## src/rtl/csel_adder_pipe.sv

```systemverilog
// csel_adder_pipe -- two-stage pipelined carry-select adder/subtractor with a
// valid/ready handshake on both sides.
//
// Stage 1 builds both candidate sums per SEG_W segment, one assuming carry-in 0
// and one assuming carry-in 1. Stage 2 picks one candidate per segment through
// a mux chain that starts at the effective carry-in.
//
// Parameters
//   WIDTH     operand/sum width, must be a multiple of SEG_W
//   SEG_W     carry-select segment width
// Ports
//   clk       rising-edge clock
//   rst       asynchronous active-high reset
//   in_valid  operand beat present          in_ready  beat accepted this cycle
//   a, b      operands                      cin       carry in (ignored when sub=1)
//   sub       0: a+b+cin, 1: a-b
//   out_valid result beat present           out_ready downstream accepts result
//   sum       result mod 2^WIDTH            cout      carry out (sub: 1 = no borrow)
//   ovf       two's-complement overflow
module csel_adder_pipe #(
   parameter int WIDTH = 32,
   parameter int SEG_W = 8
) (
   input  logic             clk,
   input  logic             rst,
   input  logic             in_valid,
   output logic             in_ready,
   input  logic [WIDTH-1:0] a,
   input  logic [WIDTH-1:0] b,
   input  logic             cin,
   input  logic             sub,
   output logic             out_valid,
   input  logic             out_ready,
   output logic [WIDTH-1:0] sum,
   output logic             cout,
   output logic             ovf
);

   localparam int NSEG = WIDTH / SEG_W;

   generate
      if ((WIDTH % SEG_W) != 0 || NSEG < 1) begin : g_bad_params
         $error("csel_adder_pipe: WIDTH must be a non-zero multiple of SEG_W");
      end
   endgenerate

   // handshake
   logic v1, v2;
   logic adv1, adv2, accept;

   assign adv2      = !v2 | out_ready;
   assign adv1      = !v1 | adv2;
   assign in_ready  = adv1 & !rst;
   assign accept    = in_valid & in_ready;
   assign out_valid = v2;

   // stage 1: per-segment ripple for both carry-in assumptions
   logic [WIDTH-1:0] b_eff;
   logic [WIDTH-1:0] s0_d, s1_d;
   logic [NSEG-1:0]  co0_d, co1_d;
   logic             g, p, c0r, c1r;

   always_comb begin
      b_eff = sub ? ~b : b;
      s0_d  = '0;
      s1_d  = '0;
      co0_d = '0;
      co1_d = '0;
      g     = 1'b0;
      p     = 1'b0;
      c0r   = 1'b0;
      c1r   = 1'b1;
      for (int k = 0; k < NSEG; k++) begin
         c0r = 1'b0;
         c1r = 1'b1;
         for (int i = 0; i < SEG_W; i++) begin
            g = a[k*SEG_W+i] & b_eff[k*SEG_W+i];
            p = a[k*SEG_W+i] ^ b_eff[k*SEG_W+i];
            s0_d[k*SEG_W+i] = p ^ c0r;
            s1_d[k*SEG_W+i] = p ^ c1r;
            c0r = g | (p & c0r);
            c1r = g | (p & c1r);
         end
         co0_d[k] = c0r;
         co1_d[k] = c1r;
      end
   end

   logic [WIDTH-1:0] s0_q, s1_q;
   logic [NSEG-1:0]  co0_q, co1_q;
   logic             c0_q, amsb_q, bmsb_q;

   always_ff @(posedge clk or posedge rst) begin
      if (rst) begin
         v1     <= 1'b0;
         s0_q   <= '0;
         s1_q   <= '0;
         co0_q  <= '0;
         co1_q  <= '0;
         c0_q   <= 1'b0;
         amsb_q <= 1'b0;
         bmsb_q <= 1'b0;
      end else if (adv1) begin
         v1     <= accept;
         s0_q   <= s0_d;
         s1_q   <= s1_d;
         co0_q  <= co0_d;
         co1_q  <= co1_d;
         c0_q   <= sub ? 1'b1 : cin;
         amsb_q <= a[WIDTH-1];
         bmsb_q <= b_eff[WIDTH-1];
      end
   end

   // stage 2: select chain, one 2:1 mux per segment
   logic [WIDTH-1:0] sum_d;
   logic             carry, ovf_d;

   always_comb begin
      sum_d = '0;
      carry = c0_q;
      for (int k = 0; k < NSEG; k++) begin
         sum_d[k*SEG_W +: SEG_W] = carry ? s1_q[k*SEG_W +: SEG_W] : s0_q[k*SEG_W +: SEG_W];
         carry = carry ? co1_q[k] : co0_q[k];
      end
      ovf_d = (amsb_q == bmsb_q) & (sum_d[WIDTH-1] != amsb_q);
   end

   always_ff @(posedge clk or posedge rst) begin
      if (rst) begin
         v2   <= 1'b0;
         sum  <= '0;
         cout <= 1'b0;
         ovf  <= 1'b0;
      end else if (adv2) begin
         v2   <= v1;
         sum  <= sum_d;
         cout <= carry;
         ovf  <= ovf_d;
      end
   end

endmodule

```

## config.mk

```make
export PLATFORM = sky130hd
export DESIGN_NAME = csel_adder_pipe
export DESIGN_NICKNAME = d
export VERILOG_FILES = /design/src/rtl/csel_adder_pipe.sv
export SDC_FILE = /design/constraint.sdc
export NUM_CORES = 1
export LEC_CHECK = 0
export BUFFER_PORTS_ARGS = -buffer_cell sky130_fd_sc_hd__buf_2
export CAP_MARGIN = 25
export CORE_ASPECT_RATIO = 1.5
export CORE_MARGIN = 3
export CORE_UTILIZATION = 57
export DETAILED_ROUTE_END_ITERATION = 12
export PLACE_DENSITY = 0.81
export SLEW_MARGIN = 0
export SYNTH_ARGS = -nofsm -noshare
export SYNTH_HDL_FRONTEND = slang
export SYNTH_SLANG_ARGS = --single-unit
```

## constraint.sdc

```tcl
create_clock -name clk -period 4.5 [get_ports clk]
set_input_delay 0.9 -clock clk [delete_from_list [all_inputs] [get_ports clk]]
set_output_delay 0.9 -clock clk [all_outputs]
set_load 0.02 [all_outputs]
```

## Word-level counts from Yosys, hierarchy flattened

Cells that the tools add are included.

| word-level totals | value |
|---|---|
| output and inout port bits | 36 |
| register bits after elaboration | 111 |

| cells by class | value |
|---|---|
| equality and inequality tests | 2 |
| reductions and logical operators | 3 |
| bitwise gates (word level) | 246 |
| multiplexer cells | 10 |

Operators with widths:

| kind | number |
|---|---|
| $and A1 B1 Y1 | 91 |
| $xor A1 B1 Y1 | 88 |
| $or A1 B1 Y1 | 62 |
| $mux W32 | 1 |
| $mux W8 | 4 |
| $not A32 Y32 | 1 |
| $mux W1 | 5 |
| $not A1 Y1 | 4 |
| $logic_not A1 Y1 | 3 |
| $eq A1 B1 Y1 | 1 |
| $ne A1 B1 Y1 | 1 |

## Depth between registers and ports, before layout

| logic depth | value |
|---|---|
| depth in word-level cells | 18 |
| gate-level depth with buffers | 15 |
| mapped depth without buffers | 13 |

## Least setup slack after synthesis

Ideal clock, no wire load.

| path | value |
|---|---|
| kind | input -> register |
| from | in sub |
| to | reg s1_q[15] |
| buffers on the path | 2 |
| stages | 15 |
| path slack | -0.508 ns |
| arrival time | 4.891 ns |
| required time | 4.383 ns |
| setup time | 0.117 ns |
| cell sequence | clkbuf_1 -> buf_2 -> xor2_1 -> inv_1 -> ha_1 -> fa_1 -> fa_1 -> fa_1 -> fa_1 -> fa_1 -> fa_1 -> inv_1 -> fa_1 -> nand2_1 -> nand2_1 |

| on the way | value |
|---|---|
| cells in the longest elaborated chain, start to end | 16 |

RTL lines:

| element | RTL line | text |
|---|---|---|
| start: declaration | 31 | `input logic sub,` |
| $mux W32 * | 64 | `b_eff = sub ? ~b : b;` |
| $and A1 B1 Y1 or $xor A1 B1 Y1 (tied branches) | 77, 78 |  |
| $or A1 B1 Y1 | 82 | `c1r = g \| (p & c1r);` |
| $and A1 B1 Y1 | 82 |  |
| $or A1 B1 Y1 | 82 |  |
| $and A1 B1 Y1 | 82 |  |
| $or A1 B1 Y1 | 82 |  |
| $and A1 B1 Y1 | 82 |  |
| $or A1 B1 Y1 | 82 |  |
| $and A1 B1 Y1 | 82 |  |
| $or A1 B1 Y1 | 82 |  |
| $and A1 B1 Y1 | 82 |  |
| $or A1 B1 Y1 | 82 |  |
| $and A1 B1 Y1 | 82 |  |
| $or A1 B1 Y1 | 82 |  |
| $xor A1 B1 Y1 * | 80 | `s1_d[k*SEG_W+i] = p ^ c1r;` |
| net s1_d[15] | 59 | `logic [WIDTH-1:0] s0_d, s1_d;` |
| end signal: assignment | 97 | `s1_q <= '0;` |
| end signal: assignment | 106 | `s1_q <= s1_d;` |
| end: declaration | 89 | `logic [WIDTH-1:0] s0_q, s1_q;` |

The timed path passes the listed nets; every way through them passes the cells marked *.
A chain may end at the register's enable or synchronous reset.

## Worst setup path after layout

| path | value |
|---|---|
| from | in sub |
| to | reg s0_q[23] |

| on the way | value |
|---|---|
| cells in the longest elaborated chain, start to end | 15 |

RTL lines:

| element | RTL line | text |
|---|---|---|
| $mux W32 * | 64 |  |
| $xor A1 B1 Y1 or $and A1 B1 Y1 (tied branches) | 78, 77 |  |
| $and A1 B1 Y1 | 81 | `c0r = g \| (p & c0r);` |
| $or A1 B1 Y1 | 81 |  |
| $and A1 B1 Y1 | 81 |  |
| $or A1 B1 Y1 | 81 |  |
| $and A1 B1 Y1 | 81 |  |
| $or A1 B1 Y1 | 81 |  |
| $and A1 B1 Y1 | 81 |  |
| $or A1 B1 Y1 | 81 |  |
| $and A1 B1 Y1 | 81 |  |
| $or A1 B1 Y1 | 81 |  |
| $and A1 B1 Y1 | 81 |  |
| $or A1 B1 Y1 | 81 |  |
| $xor A1 B1 Y1 * | 79 | `s0_d[k*SEG_W+i] = p ^ c0r;` |
| net s0_d[23] | 59 |  |
| end signal: assignment | 96 | `s0_q <= '0;` |
| end signal: assignment | 105 | `s0_q <= s0_d;` |
| end: declaration | 89 |  |

Marks and branches as above.

==> impl_results.html <==
<table>
<tr><th>Metric</th><th>Value</th></tr>
<tr><th colspan="2">Logic synthesis</th></tr>
<tr><td>Share of the yosys chip area belonging to registers</td><td>0.455</td></tr>
<tr><td>Post-synthesis register bit count</td><td>111</td></tr>
<tr><td>Cell taking the most area after synthesis</td><td>dfrtp_1</td></tr>
<tr><td>Number of flops mapped to enable cells by yosys</td><td>0</td></tr>
<tr><td>Count of mapped cells out of synthesis</td><td>between 500 and 600</td></tr>
<tr><td>Synth cell types</td><td>32</td></tr>
<tr><td>Average size of a mapped cell</td><td>roughly 11 µm²</td></tr>
<tr><td>Share of flip-flops with an asynchronous set or reset after synthesis</td><td>1.00</td></tr>
<tr><td>Ys flop type</td><td>dfrtp_1</td></tr>
<tr><td>Top cell type's share of synthesized area</td><td>0.455</td></tr>
<tr><td>Synth warnings</td><td>0</td></tr>
<tr><td>Synthesized netlist net count</td><td>709</td></tr>
<tr><td>Post-Syn Area</td><td>6110 µm²</td></tr>
<tr><td>Synth top area cells</td><td>dfrtp_1 (45%), fa_1 (18%), nand2_1 (6.0%)</td></tr>
<tr><th colspan="2">Place</th></tr>
<tr><td>HPWL after DPL</td><td>9.93 mm</td></tr>
<tr><td>Placer congestion estimate</td><td>slightly below 0.9</td></tr>
<tr><td>Count of input and output buffers</td><td>about 110</td></tr>
<tr><td>Number of placed cells counting well taps</td><td>806</td></tr>
<tr><th colspan="2">Floorplanning</th></tr>
<tr><td>Die H</td><td>133 µm</td></tr>
<tr><td>Row count</td><td>45</td></tr>
<tr><td>Area of the core</td><td>10300 µm²</td></tr>
<tr><td>Area of the die</td><td>between 10000 and 15000 µm²</td></tr>
<tr><td>Initial Utilization</td><td>0.593</td></tr>
<tr><td>Horiz. Die Dim</td><td>90.5 µm</td></tr>
<tr><td>IO Pins</td><td>106</td></tr>
<tr><th colspan="2">STA</th></tr>
<tr><td>Final period demand of the worst path</td><td>4.35 ns</td></tr>
<tr><td>Max Slew Vio Count</td><td>0</td></tr>
<tr><td>Worst-case headroom to the max-slew limit</td><td>0.523</td></tr>
<tr><td>Number of failing hold endpoints at the final stage</td><td>0</td></tr>
<tr><td>Slew @ Worst Pin</td><td>0.715 ns</td></tr>
<tr><td>Final worst path period share</td><td>0.967</td></tr>
<tr><td>Setup skew after layout</td><td>0.0100 ns</td></tr>
<tr><td>RSZ-0062 raised after global routing</td><td>yes</td></tr>
<tr><td>Final number of setup-violating endpoints</td><td>0</td></tr>
<tr><td>Top achievable clock speed</td><td>230 MHz</td></tr>
<tr><th colspan="2">Clock tree</th></tr>
<tr><td>Insertion delay to the later sink of the worst-skew pair</td><td>0.35 ns</td></tr>
<tr><td>Sinks on the clock net</td><td>111</td></tr>
<tr><td>Post-CTS repair timing setup buffer count</td><td>0</td></tr>
<tr><td>Number of gates resized after cts</td><td>0</td></tr>
<tr><td>CTS H-Tree Depth</td><td>3</td></tr>
<tr><td>CTS clk-pin slew, worst paths</td><td>0.07 ns</td></tr>
<tr><td>Inserted Clock Buffers</td><td>9</td></tr>
<tr><td>Total of hold buffers inserted after clock tree synthesis</td><td>0</td></tr>
<tr><td>Root Buffer</td><td>clkbuf_16</td></tr>
<tr><td>Maximum count of clock buffers along a single path</td><td>2</td></tr>
<tr><td>TritonCTS clock tree</td><td>built</td></tr>
<tr><th colspan="2">Setup path</th></tr>
<tr><td>Nature of the critical path endpoint</td><td>flip-flop</td></tr>
<tr><td>Worst path buffer plus inverter count</td><td>4</td></tr>
<tr><td>CP Data Arrival Time</td><td>4.59 ns</td></tr>
<tr><td>Cell with the most instances on the worst path</td><td>fa_1</td></tr>
<tr><td>Category of the worst setup path launch point</td><td>primary input</td></tr>
<tr><td>Slowest cell on crit path</td><td>fa_1</td></tr>
<tr><td>Dominant delay contributor by cell family on the critical path</td><td>adder cells</td></tr>
<tr><td>Critical path type</td><td>in -&gt; reg</td></tr>
<tr><td>Biggest fanout along the worst timing path</td><td>4</td></tr>
<tr><td>Crit path cell chain</td><td>clkbuf_4, buf_12, xor2_2, ha_1, inv_1, fa_1, fa_2, fa_1, fa_2, fa_2, fa_1, inv_1, fa_1, nand2_1, nand2_1</td></tr>
<tr><td>Required time of the critical path</td><td>4.74 ns</td></tr>
<tr><td>Largest incremental delay on the critical path</td><td>between 0.4 and 0.5 ns</td></tr>
<tr><th colspan="2">Drt</th></tr>
<tr><td>Met1 wire length</td><td>about 4.7 mm</td></tr>
<tr><td>Starting DRT DRC Count</td><td>119</td></tr>
<tr><td>Drt via density</td><td>5.20</td></tr>
<tr><td>First-pass iteration count of the detailed router</td><td>4</td></tr>
<tr><td>Met2 Wirelength</td><td>7.32 mm</td></tr>
<tr><td>Highest routed metal layer</td><td>met5</td></tr>
<tr><td>Wire length per cell after detailed routing</td><td>15.9 µm</td></tr>
<tr><td>Met3 Wirelength</td><td>619 µm</td></tr>
<tr><td>Number of nets still failing antenna checks after routing</td><td>0</td></tr>
<tr><td>Residual DRC</td><td>0</td></tr>
<tr><td>Routed via count</td><td>4273</td></tr>
<tr><td>Aggregate routed wire length</td><td>13.0 mm</td></tr>
<tr><th colspan="2">Finish</th></tr>
<tr><td>Final core utilization</td><td>0.703</td></tr>
<tr><td>Layout overhead on the synthesized area</td><td>18.5%</td></tr>
<tr><td>Most used cells in the layout excluding fill and tap cells</td><td>dfrtp_1 (111), buf_2 (104), nand2_1 (97)</td></tr>
<tr><td>Final std cells w/o fill</td><td>about 820</td></tr>
<tr><td>Antenna Cells</td><td>0</td></tr>
<tr><td>Layout cells sized above 1</td><td>0.263</td></tr>
<tr><td>Most frequent standard cell in the layout excluding fill and tap cells</td><td>dfrtp_1</td></tr>
<tr><td>Nets</td><td>810</td></tr>
<tr><th colspan="2">Flow run</th></tr>
<tr><td>Maximum Capacitance Violations</td><td>0</td></tr>
<tr><th colspan="2">Global route</th></tr>
<tr><td>Number of antenna violations at the first check in global routing</td><td>1</td></tr>
<tr><td>Gr ovfl total</td><td>0</td></tr>
<tr><td>Via count of the first global-routing pass</td><td>approximately 4700</td></tr>
<tr><td>Maximum number of pins on one net before global-route repair</td><td>74</td></tr>
<tr><td>Overall Global Routing Usage</td><td>0.233</td></tr>
<tr><td>Global-route wire length before repair</td><td>21.9 mm</td></tr>
<tr><th colspan="2">Power</th></tr>
<tr><td>Power per unit of standard cell area</td><td>453 nW/µm²</td></tr>
<tr><td>Worst VDD drop</td><td>0.304 mV</td></tr>
<tr><td>Reported leakage power</td><td>~3.5 nW</td></tr>
<tr><th colspan="2">Status</th></tr>
<tr><td>Result of the run</td><td>finished, final reports clean</td></tr>
<tr><th colspan="2">Hold path</th></tr>
<tr><td>Min-Delay Path Class</td><td>reg -&gt; reg</td></tr>
</table>
-- synth_stat cells (all sizes together) (4+ instances only) --
cell	n
dfrtp	111
nand2	98
fa	56
nor2	54
a21oi	50
inv	45
mux2i	35
o21ai	33
xnor2	24
clkbuf	22
buf	8
ha	8
xor2	8
o21a	4
-- power breakdown --
part / switching, W / leakage [nW] / internal [W]
registers: 0.000176 / 1.30 / 0.00128
logic: 0.000596 / 2.03 / 0.000423
clock network: 0.000369 / 0.139 / 0.000435
total: 0.00114 / 3.47 / 0.00214
-- state kept, by name, summed over array words and instances, names as in the netlist --
register,cells
amsb_q,1
bmsb_q,1
c0_q,1
co0_q,4
co1_q,4
cout,1
out_valid,1
ovf,1
s0_q,32
s1_q,32
sum,32
v1,1
-- routing by layer --
metal,vias to the layer above,global-route usage
met5,-,0
met4,2,0.110
met3,29,0.0341
met2,109,0.432
met1,2116,0.258
li1,2017,-
-- kinds of logic (layout without fill, tap and decap cells) --
logic type,count (synthesis),after routing,share of synthesized area
compound gates,93,93,0.0817
flops,111,111,0.455
buf+inv,75,181,0.0491
mux,37,37,0.0637
fa+ha+maj,64,64,0.200
xor+xnor,32,32,0.0459
simple gates,163,163,0.105
-- metrics by stage --
step	area [µm²]	setup slack, ns	TNS (ns)	power (W)	hold WS, ns
floorplan	6220	-0.0420	-0.0840	0.00214	0.438
global placement	6930	-0.231	-1.44	0.00243	0.449
detailed placement	6930	-0.329	-2.18	0.00251	0.457
CTS	7220	0.0367	0	0.00332	0.473
global route	7240	-0.0106	-0.0106	0.00349	0.496
finish	7240	0.150	0	0.00328	0.474
-- final cells by class --
type                            count  area, µm²
Clock buffer                       10        229
Sequential cell                   111       2780
Inverter                           45        171
Fill cell                         777       3060
Timing Repair Buffer              120        666
Multi-Input combinational cell    389       3150
Clock inverter                      6       67.6
Tap cell                          141        176
-- tightest hold or removal path: cells and delay by family, from the launching register on --
kind	cells	cell delay, ns
DFF	1	0.34
and+or+nand+nor	2	0.10
-- worst paths after layout --
path / start / to / slack (ns) / cells past startpoint
min: s0_q[15] / s0_q[15] / 0.47 / 2
min reg2reg: s0_q[15] / s0_q[15] / 0.47 / 2
max: sub / s0_q[23] / 0.15 / 15
max reg2reg: c0_q / sum[29] / 1.69 / 7
min in group asynchronous: rst / sum[30] / 0.64 / 2
max in group asynchronous: rst / sum[0] / 3.00 / 3
Note: power is estimated with default switching activity, not from simulation.
